$ cat src/rtl/alu_sched_pkg.sv
// Shared definitions for the ALU issue scheduler: state encoding, op code
// for multiply, default parameter values and a saturating-increment helper.
package alu_sched_pkg;

    typedef enum logic [1:0] {
        SCHED_IDLE    = 2'b00,
        SCHED_MUL     = 2'b01,
        SCHED_WB_HOLD = 2'b10
    } sched_state_e;

    localparam logic [1:0] OP_MUL = 2'b01;

    localparam int DEF_NUM_REQ = 4;
    localparam int DEF_TAG_W   = 6;
    localparam int DEF_MUL_LAT = 3;

    // Increment that sticks at all-ones instead of wrapping.
    function automatic logic [31:0] sat_inc(input logic [31:0] v);
        return (v == 32'hFFFF_FFFF) ? v : v + 32'd1;
    endfunction

endpackage

$ cat src/rtl/alu_issue_sched_rr_arbiter.sv
// Combinational round-robin arbiter: picks the first set request at or after
// ptr (wrapping). Outputs are all-zero when en is low or nothing is requested.
module rr_arbiter #(
    parameter int N  = 4,
    parameter int IW = $clog2(N)
) (
    input  logic [N-1:0]  req,
    input  logic [IW-1:0] ptr,
    input  logic          en,
    output logic [N-1:0]  grant,
    output logic [IW-1:0] grant_idx
);

    logic          found;
    logic [IW-1:0] win;
    int            cand;

    // Scan candidates in priority order starting from ptr.
    always_comb begin
        found = 1'b0;
        win   = '0;
        cand  = 0;
        for (int k = 0; k < N; k++) begin
            cand = (int'(ptr) + k) % N;
            if (!found && req[IW'(cand)]) begin
                found = 1'b1;
                win   = IW'(cand);
            end
        end
    end

    assign grant_idx = (en && found) ? win : '0;

    for (genvar gi = 0; gi < N; gi++) begin : g_onehot
        assign grant[gi] = en && found && (win == IW'(gi));
    end

endmodule

$ cat src/rtl/alu_issue_sched.sv
// Issue scheduler for the shared execute-stage ALU. Grants one ready
// reservation-station entry per cycle (round robin), holds the ALU for the
// duration of a multiply, and holds the result tag until the CDB accepts it.
// Optional feature macro: ALU_SCHED_PERF_EN adds saturating perf counters
// (perf_issued, perf_mul_busy, perf_wb_stall).
module alu_issue_sched
    import alu_sched_pkg::*;
#(
    parameter int NUM_REQ = DEF_NUM_REQ,
    parameter int TAG_W   = DEF_TAG_W,
    parameter int MUL_LAT = DEF_MUL_LAT
) (
    input  logic                       clk,
    input  logic                       reset,
    input  logic                       flush,
    input  logic [NUM_REQ-1:0]         rs_valid,
    input  logic [NUM_REQ-1:0]         rs_is_mul,
    input  logic [NUM_REQ*TAG_W-1:0]   rs_tag,
    output logic [NUM_REQ-1:0]         rs_grant,
    output logic [$clog2(NUM_REQ)-1:0] sel_idx,
    output logic                       req_ex,
    output logic                       wb_valid,
    output logic [TAG_W-1:0]           wb_tag,
    input  logic                       wb_ready
`ifdef ALU_SCHED_PERF_EN
    ,
    output logic [31:0]                perf_issued,
    output logic [31:0]                perf_mul_busy,
    output logic [31:0]                perf_wb_stall
`endif
);

    localparam int IDX_W = $clog2(NUM_REQ);
    localparam int CNT_W = $clog2(MUL_LAT);

    sched_state_e     state_q, state_d;
    logic [IDX_W-1:0] rr_ptr_q, rr_ptr_d;
    logic [CNT_W-1:0] busy_cnt_q, busy_cnt_d;
    logic [TAG_W-1:0] wb_tag_q, wb_tag_d;

    logic             can_grant;
    logic             grant_any;
    logic [NUM_REQ-1:0] arb_grant;
    logic [IDX_W-1:0] arb_idx;
    logic [TAG_W-1:0] tag_arr [NUM_REQ];
    logic [TAG_W-1:0] win_tag;
    logic             win_is_mul;
    logic [1:0]       win_op;

    for (genvar gi = 0; gi < NUM_REQ; gi++) begin : g_tag_unpack
        assign tag_arr[gi] = rs_tag[gi*TAG_W +: TAG_W];
    end

    // A new op may start when the ALU is free, or when the held result is
    // leaving this cycle. Flush and reset suppress any grant.
    always_comb begin
        can_grant = !reset && !flush &&
                    ((state_q == SCHED_IDLE) ||
                     ((state_q == SCHED_WB_HOLD) && wb_ready));
    end

    rr_arbiter #(
        .N  (NUM_REQ),
        .IW (IDX_W)
    ) u_arb (
        .req       (rs_valid),
        .ptr       (rr_ptr_q),
        .en        (can_grant),
        .grant     (arb_grant),
        .grant_idx (arb_idx)
    );

    assign grant_any  = |arb_grant;
    assign win_tag    = tag_arr[arb_idx];
    assign win_is_mul = rs_is_mul[arb_idx];

    assign rs_grant = arb_grant;
    assign sel_idx  = arb_idx;
    assign req_ex   = grant_any || (state_q == SCHED_MUL);
    assign wb_valid = (state_q == SCHED_WB_HOLD);
    assign wb_tag   = wb_tag_q;

    // Next-state logic: retire/countdown the current op, then let a new grant
    // override the destination state (back-to-back issue). Flush wins.
    always_comb begin
        state_d    = state_q;
        rr_ptr_d   = rr_ptr_q;
        busy_cnt_d = busy_cnt_q;
        wb_tag_d   = wb_tag_q;
        win_op     = win_is_mul ? OP_MUL : 2'b00;

        if (flush) begin
            state_d    = SCHED_IDLE;
            busy_cnt_d = '0;
        end else begin
            unique case (state_q)
                SCHED_IDLE: ;
                SCHED_MUL: begin
                    busy_cnt_d = busy_cnt_q - CNT_W'(1);
                    if (busy_cnt_q == CNT_W'(1)) begin
                        state_d = SCHED_WB_HOLD;
                    end
                end
                SCHED_WB_HOLD: begin
                    if (wb_ready) begin
                        state_d = SCHED_IDLE;
                    end
                end
                default: begin
                    state_d    = SCHED_IDLE;
                    busy_cnt_d = '0;
                end
            endcase

            if (grant_any) begin
                wb_tag_d = win_tag;
                rr_ptr_d = (arb_idx == IDX_W'(NUM_REQ - 1)) ? '0 : arb_idx + IDX_W'(1);
                if (win_op == OP_MUL) begin
                    state_d    = SCHED_MUL;
                    busy_cnt_d = CNT_W'(MUL_LAT - 1);
                end else begin
                    state_d = SCHED_WB_HOLD;
                end
            end
        end
    end

    // Scheduler state registers.
    always_ff @(posedge clk) begin
        if (reset) begin
            state_q    <= SCHED_IDLE;
            rr_ptr_q   <= '0;
            busy_cnt_q <= '0;
            wb_tag_q   <= '0;
        end else begin
            state_q    <= state_d;
            rr_ptr_q   <= rr_ptr_d;
            busy_cnt_q <= busy_cnt_d;
            wb_tag_q   <= wb_tag_d;
        end
    end

`ifdef ALU_SCHED_PERF_EN
    logic [31:0] perf_issued_q, perf_issued_d;
    logic [31:0] perf_mul_busy_q, perf_mul_busy_d;
    logic [31:0] perf_wb_stall_q, perf_wb_stall_d;

    // Counter increments: grants, cycles spent multiplying, CDB back-pressure.
    always_comb begin
        perf_issued_d   = grant_any ? sat_inc(perf_issued_q) : perf_issued_q;
        perf_mul_busy_d = (state_q == SCHED_MUL) ? sat_inc(perf_mul_busy_q) : perf_mul_busy_q;
        perf_wb_stall_d = (wb_valid && !wb_ready) ? sat_inc(perf_wb_stall_q) : perf_wb_stall_q;
    end

    // Performance counter registers.
    always_ff @(posedge clk) begin
        if (reset) begin
            perf_issued_q   <= '0;
            perf_mul_busy_q <= '0;
            perf_wb_stall_q <= '0;
        end else begin
            perf_issued_q   <= perf_issued_d;
            perf_mul_busy_q <= perf_mul_busy_d;
            perf_wb_stall_q <= perf_wb_stall_d;
        end
    end

    assign perf_issued   = perf_issued_q;
    assign perf_mul_busy = perf_mul_busy_q;
    assign perf_wb_stall = perf_wb_stall_q;
`endif

endmodule
$ cat config.mk
export PLATFORM = sky130hd
export DESIGN_NAME = alu_issue_sched
export DESIGN_NICKNAME = d
export VERILOG_FILES = /design/src/rtl/alu_sched_pkg.sv /design/src/rtl/alu_issue_sched_rr_arbiter.sv /design/src/rtl/alu_issue_sched.sv
export SDC_FILE = /design/constraint.sdc
export NUM_CORES = 1
export LEC_CHECK = 0
export CAP_MARGIN = 10
export CORE_MARGIN = 3
export CORE_UTILIZATION = 42
export CTS_BUF_LIST = sky130_fd_sc_hd__clkbuf_4 sky130_fd_sc_hd__clkbuf_8
export DETAILED_ROUTE_END_ITERATION = 10
export GPL_ROUTABILITY_DRIVEN = 0
export PLACE_DENSITY = 0.87
export SLEW_MARGIN = 0
export SYNTH_ARGS = -nofsm -noshare
export SYNTH_HDL_FRONTEND = slang
export SYNTH_SLANG_ARGS = --single-unit
$ cat constraint.sdc
create_clock -name clk -period 5.6 [get_ports clk]
set_input_delay 1.12 -clock clk [delete_from_list [all_inputs] [get_ports clk]]
set_output_delay 1.12 -clock clk [all_outputs]
set_load 0.01 [all_outputs]
Word level (Yosys, flattened, before mapping)
Cells that the tools add are included.
{"block": "word_totals", "regBits": 12, "input_bits": 36, "output_inout_bits": 14, "wordCells": 89}
{"block": "op_classes", "add_sub_neg": 5, "magnitude_cmp": 6, "eq_ne": 11, "muxes": 36, "bitwise_logic": 2, "reduce_logical": 25}
{"op": "2-to-1 mux 2 bit", "n": 12}
{"op": "< comparator 2 x 4 -> 1 bit (second input constant)", "n": 4}
{"op": "2-to-1 mux 1 bit", "n": 14}
{"op": "binary-select mux 6 bit (select 2 bit)", "n": 1}
{"op": "2-to-1 mux 6 bit", "n": 2}
{"op": "logical AND 1 bit", "n": 11}
{"op": "binary-select mux 1 bit (select 2 bit)", "n": 5}
{"op": "== test 2 bit (second input constant)", "n": 4}
{"op": "== test 2 x 1 -> 1 bit (second input constant)", "n": 3}
{"op": "case mux 2 bit (3 select lines)", "n": 1}
{"op": "logical NOT 1 bit", "n": 5}
{"op": "adder 2 x 1 -> 2 bit (second input constant)", "n": 2}
{"op": "adder 2 bit (second input constant)", "n": 2}
{"op": "logical NOT 2 bit", "n": 2}
{"op": "case mux 2 bit (2 select lines)", "n": 1}
{"op": "OR reduction 2 bit", "n": 2}
{"op": "OR reduction 4 bit", "n": 1}
{"op": "greater-or-equal comparator 3 bit (second input constant)", "n": 1}
{"op": "< comparator 2 x 3 -> 1 bit (second input constant)", "n": 1}
{"op": "!= test 3 x 1 -> 1 bit (second input constant)", "n": 1}
{"op": "!= test 3 x 2 -> 1 bit (second input constant)", "n": 1}
{"op": "NOT 2 -> 3 bit", "n": 1}
{"op": "AND reduction 3 bit", "n": 1}
{"op": "logical OR 1 bit", "n": 2}
{"op": "other kinds (5)", "n": 5}

Longest topological paths before layout
Gate-level depths: netlist of run 1.
{"block": "logic_depth", "word_depth": 21, "depth_mapped": 10, "ltp_nobuf": 8}

Modules after synthesis
From an unflattened synthesis of run 1, not the netlist that was laid out.
{"block": "unflattened", "cells_unflattened": 88, "hier_area_um2": 862.1}
{"mod": "alu_issue_sched", "instances": 1, "cells_each": 71, "area_each_um2": 715.7, "seq_area_each_um2": 240.2}
{"mod": "rr_arbiter", "instances": 1, "cells_each": 17, "area_each_um2": 146.4, "seq_area_each_um2": 0.0}

Worst setup path after synthesis of run 1
OpenSTA, ideal clock, no wires.
{"block": "synth_path", "kind": "in2out", "from": "input flush", "to": "output rs_grant[2]", "t_arrival_ns": 2.323, "required_time_ns": 4.480, "slack_ns": 2.157, "stages": 5, "n_path_buf": 2, "cell_sequence": "or2_2 or3_1 clkbuf_1 buf_2 nor3_1"}
{"block": "synth_between", "elab_chain_len": 5}
{"item": "start: declaration", "line_no": "alu_issue_sched.sv:15", "rtl": "input logic flush,"}
{"item": "logical NOT 1 bit", "line_no": "alu_issue_sched.sv:57", "rtl": "can_grant = !reset && !flush &&"}
{"item": "logical AND 1 bit (2 in a row)", "line_no": "alu_issue_sched.sv:57"}
{"item": "logical AND 1 bit (2 in a row)", "line_no": "alu_issue_sched_rr_arbiter.sv:35", "rtl": "assign grant[gi] = en && found && (win == IW'(gi));"}
{"item": "end: declaration", "line_no": "alu_issue_sched.sv:19", "rtl": "output logic [NUM_REQ-1:0] rs_grant,"}
No other way between the ends.

Final worst setup path of run 1
{"block": "layout_path", "from": "input rs_valid[0]", "to": "output req_ex"}
{"block": "layout_between", "elab_chain_len": 17, "elab_cells_between_ends": 37, "classes_between": "3 x eq/ne; 20 x mux; 14 x reduce/logical"}
{"item": "start: declaration", "line_no": "alu_issue_sched.sv:16", "rtl": "input logic [NUM_REQ-1:0] rs_valid,"}
{"item": "binary-select mux 1 bit (select 2 bit)", "line_no": "alu_issue_sched_rr_arbiter.sv:25", "rtl": "if (!found && req[IW'(cand)]) begin"}
{"item": "2-to-1 mux 1 bit (implied by the code) (2 in a row)", "line_no": "alu_issue_sched_rr_arbiter.sv:25"}
{"item": "2-to-1 mux 1 bit", "line_no": "alu_issue_sched_rr_arbiter.sv:25"}
{"item": "logical NOT 1 bit", "line_no": "alu_issue_sched_rr_arbiter.sv:25"}
{"item": "logical AND 1 bit", "line_no": "alu_issue_sched_rr_arbiter.sv:25"}
{"item": "2-to-1 mux 1 bit", "line_no": "alu_issue_sched_rr_arbiter.sv:25"}
{"item": "logical NOT 1 bit", "line_no": "alu_issue_sched_rr_arbiter.sv:25"}
{"item": "logical AND 1 bit", "line_no": "alu_issue_sched_rr_arbiter.sv:25"}
{"item": "2-to-1 mux 1 bit", "line_no": "alu_issue_sched_rr_arbiter.sv:25"}
{"item": "logical NOT 1 bit", "line_no": "alu_issue_sched_rr_arbiter.sv:25"}
{"item": "logical AND 1 bit", "line_no": "alu_issue_sched_rr_arbiter.sv:25"}
{"item": "2-to-1 mux 2 bit or 2-to-1 mux 1 bit (tied branches)", "line_no": "alu_issue_sched_rr_arbiter.sv:25"}
{"item": "== test 2 x 1 -> 1 bit (tied with other cells)", "line_no": "alu_issue_sched_rr_arbiter.sv:35"}
{"item": "logical AND 1 bit", "line_no": "alu_issue_sched_rr_arbiter.sv:35"}
{"item": "OR reduction 4 bit (*)", "line_no": "alu_issue_sched.sv:73", "rtl": "assign grant_any = |arb_grant;"}
{"item": "logical OR 1 bit (*)", "line_no": "alu_issue_sched.sv:79", "rtl": "assign req_ex = grant_any || (state_q == SCHED_MUL);"}
{"item": "end: declaration", "line_no": "alu_issue_sched.sv:21", "rtl": "output logic req_ex,"}
Mark *: on every way between the ends. The rest lies on a longest branch, timed or not. The select of a mux whose other input is x is not followed.

==> results.md, run 1 <==
| Quantity | Value | Unit |
|---|---|---|
| Power per standard cell area | 179.6 | mW/mm^2 |
| Drc violations | 0 | - |
| Register-to-register setup slack | 3.36 | ns |
| Total Neg Setup Slack | 0 | ns |
| Drt first pass iters | 4 | - |
| Total track usage | 21.13 | % |
| Maximum level of the CTS H-tree | 1 | - |
| Arrival time of the worst setup path | 3.64 | ns |
| Cell at the slowest stage of the critical path | sky130_fd_sc_hd__or3_1 | - |
| Design Power | 249.2 | uW |
| Critical path type | input pin to primary output | - |
| Final Cycle Share | 85.03 | % |
| VDD IR-drop max | 124.7 | uV |
| Most area-hungry cell type in the Yosys netlist | sky130_fd_sc_hd__dfxtp_1 | - |
| Proportion of layout cells with a drive suffix above 1 | 8.696 | % |
| Number of placed instances with taps included | 183 | - |
| Total number of vias | 1,008 | - |
| Reg2reg end | state_q[1] | - |
| Headroom to the max-slew limit | 52.68 | % |
| Mapped Nets | 153 | - |
| Total wire length | 2587 | microns |
| Share of the yosys chip area belonging to registers | 27.16 | % |
| Class of the worst hold path | flop to flop | - |
| Global-route congestion overflow total | 0 | - |
| Leakage power summed over all cells | 0.0005583 | uW |
| Routed len/inst | 13.91 | microns |
| Worst skew pair latency | 0.27 | ns |
| Pin count of the biggest net entering global routing | 24 | - |
| Kind of launch point of the worst setup path | input pin | - |
| Number of instances in the synthesized netlist | 115 | - |
| Final count of hold timing violations | 0 | - |
| Non-filler instance count after layout | 186 | - |
| Clock period minus final worst setup slack | 4.762 | ns |
| Net count, final | 201 | - |
| CP Capture Type | primary output | - |
| Required time of the critical path | 4.48 | ns |
| Starting utilization of the core area | 47.61 | % |
| Setup Buffers After CTS | 0 | - |
| Maximum buffer depth of the clock tree | 2 | - |
| CTS clock-pin slew for the worst setup and hold paths | 0.07 | ns |
| # setup viols final | 0 | - |
| Max Fanout on Critical Path | 23 | - |
| Timing-limited maximum frequency | 210.0 | MHz |
| Area growth, synth to finish | 56.86 | % |
| Top cells by area in the synthesized netlist | sky130_fd_sc_hd__dfxtp_1, sky130_fd_sc_hd__mux2_2, sky130_fd_sc_hd__nand2_1 | - |
| Die area | 0.002693 | sq mm |
| Result of the run | finished clean | - |
| Overall die height | 51.90 | microns |
| Warning count from the yosys run | 0 | - |
| Crit path launch | rs_valid[0] | - |
| Wire length of the first global-routing pass | 4146 | microns |
| Post-synthesis cell type count | 33 | - |
| Destination of the critical timing path | req_ex | - |
| Worst hold slack across all endpoints | 0.4850 | ns |
| Synthesized cell area | 884.6 | sq um |
| Clk_skew | 0.002416 | ns |
| Cell repeated most along the worst path | sky130_fd_sc_hd__clkdlybuf4s50_1 | - |
| # diodes | 0 | - |
| IO Pins | 50 | - |
| Register-to-Register Path Depth | 6 | - |
| TritonCTS clock tree | yes | - |
| Detailed-route vias per instance | 5.419 | - |
| Largest stage delay, worst path | 0.62 | ns |
| Number of instances resized during post-cts repair | 0 | - |
| Unrepaired setup endpoints after global routing | false | - |
| RR Startpoint | rr_ptr_q[1] | - |
| Top cell type's share of synthesized area | 27.16 | % |
| # Max-Cap Violations | 0 | - |
| Tightest Pin Transition | 0.7098 | ns |
| Placed wire-length estimate after detailed placement | 2069 | microns |
| Critical path, cell by cell | clkdlybuf4s50_1, nor4_1, o21bai_1, or3_1, o21ai_0, clkdlybuf4s50_1 | - |
| Clock sink count | 12 | - |
| Antenna violations before repair | 0 | - |
| Placeable core area | 0.001858 | sq mm |
| Residual antenna-violating net count after detailed routing | 0 | - |
| Die W | 51.90 | microns |
| Placement row count | 15 | - |
| Root buffer cell | sky130_fd_sc_hd__clkbuf_4 | - |
| Post-synthesis average cell area | 7.692 | sq um |
| Post-CTS Hold Fix Bufs | 0 | - |
| Fin. max-slew vios | 0 | - |
| Violation count after the first detailed-route iteration | 16 | - |
| Number of buffers inserted during clock tree synthesis | 3 | - |
| Number of buffers inserted by port buffering | 49 | - |
| Number of global-route vias before repair | 895 | - |
| Yosys reg bits | 12 | - |
[power by group]
group          switching [uW]  internal (uW)  leakage, uW
sequential               4.89           93.1    0.0000985
combinational            41.5           57.6     0.000446
clock                    27.3           24.9    0.0000138
total                    73.7            176     0.000558
[worst max-delay path: cells and delay by family]
| family | cells | cell delay [ns] |
|---|---|---|
| buffers and inverters | 2 | 1.02 |
| and+or+nand+nor | 2 | 1.07 |
| AOI/OAI and AO/OA | 2 | 0.44 |
[layer usage]
layer,global-route usage [%],part of all wire (%)
met5,0,0
met4,6.550,1.1
met3,5.731,5.8
met2,38.91,56
met1,23.06,37
[worst min-delay path by stage]
stage	start	end	slack, ns	cells after the start
final	wb_tag[2]	wb_tag[2]	0.48	2
after detailed placement	wb_tag[2]	wb_tag[2]	0.48	2
after floorplan	rr_ptr_q[1]	rr_ptr_q[1]	0.49	2
after CTS	wb_tag[2]	wb_tag[2]	0.49	2
after global routing	wb_tag[4]	wb_tag[4]	0.51	2
after global placement	wb_tag[2]	wb_tag[2]	0.47	2
[cell type report]
cell class / instances / area, sq um
Multi-Input combinational cell: 92 / 580.6
Timing Repair Buffer: 50 / 498.0
Fill cell: 142 / 470.5
Sequential cell: 12 / 240.2
Tap cell: 25 / 31.28
Clock buffer: 3 / 22.52
Inverter: 4 / 15.01
[flip-flops by register name, indices dropped and copies added, names as in the netlist]
signal / flops
wb_tag: 6
rr_ptr_q: 2
busy_cnt_q: 2
state_q: 2
[synth_stat cells]
cell type                   number
sky130_fd_sc_hd__mux2i_1         3
sky130_fd_sc_hd__inv_1           4
sky130_fd_sc_hd__o211a_1         1
sky130_fd_sc_hd__nor3_2          1
sky130_fd_sc_hd__nand2b_1        2
sky130_fd_sc_hd__or3_1           2
sky130_fd_sc_hd__o31ai_1         6
sky130_fd_sc_hd__or2_2           1
sky130_fd_sc_hd__o21a_1          1
sky130_fd_sc_hd__o2bb2ai_1       1
sky130_fd_sc_hd__o22ai_1         3
sky130_fd_sc_hd__nor2_1         13
sky130_fd_sc_hd__a21oi_1         6
sky130_fd_sc_hd__and3_1          9
sky130_fd_sc_hd__ha_1            2
sky130_fd_sc_hd__o21bai_1        1
sky130_fd_sc_hd__nand2_1        16
sky130_fd_sc_hd__nor2_2          1
sky130_fd_sc_hd__nand3_1         1
sky130_fd_sc_hd__o21ai_0         1
sky130_fd_sc_hd__mux2_4          1
sky130_fd_sc_hd__buf_8           1
sky130_fd_sc_hd__buf_6           1
sky130_fd_sc_hd__clkbuf_1        2
sky130_fd_sc_hd__nand3b_1        6
sky130_fd_sc_hd__dfxtp_1        12
sky130_fd_sc_hd__buf_2           3
sky130_fd_sc_hd__nor4_1          1
sky130_fd_sc_hd__o211ai_1        1
sky130_fd_sc_hd__a21o_1          1
sky130_fd_sc_hd__a31oi_1         1
sky130_fd_sc_hd__nor3_1          4
sky130_fd_sc_hd__mux2_2          6
[stage by stage]
step / setup slack [ns] / util, % / instance area [sq um]
finish: 0.8381 / 74.68 / 1388
global route: 0.6866 / 74.68 / 1388
CTS: 0.8629 / 74.68 / 1388
detailed placement: 0.8798 / 73.47 / 1365
global placement: 0.9705 / 73.47 / 1365
floorplan: 2.157 / - / 884.6
[cell families after synthesis]
kind of cell / count (synthesis) / share of synthesized area (%)
AO/OA/AOI/OAI: 23 / 17.40
adder cells (fa/ha/maj): 2 / 2.828
buffers and inverters: 11 / 7.212
flip-flops: 12 / 27.16
multiplexers: 10 / 12.73
AND/OR/NAND/NOR: 57 / 32.67
[layout by cell type (no fill, tap or decap), drive strengths merged]
master and instances:
nand2 16, clkdlybuf4s50 49, mux2 7, inv 4
a21o 1, clkbuf 3, o21ai 1, o21a 1
nor4 1, a21oi 6, mux2i 3, or2 1
o31ai 6, or3 2, o22ai 3, buf 1
nand3b 6, nand2b 2, nor3 5, nor2 14
o211a 1, ha 2, o211ai 1, o21bai 1
o2bb2ai 1, a31oi 1, dfxtp 12, and3 9
nand3 1
Note: power is estimated with default switching activity, not from simulation.
==> inputs of run 2 (changes only) <==
SKIP_LAST_GASP = 1   (was unset)
==> results of run 2 <==
No change in the layout: final DEF, timing and power equal those of run 1.
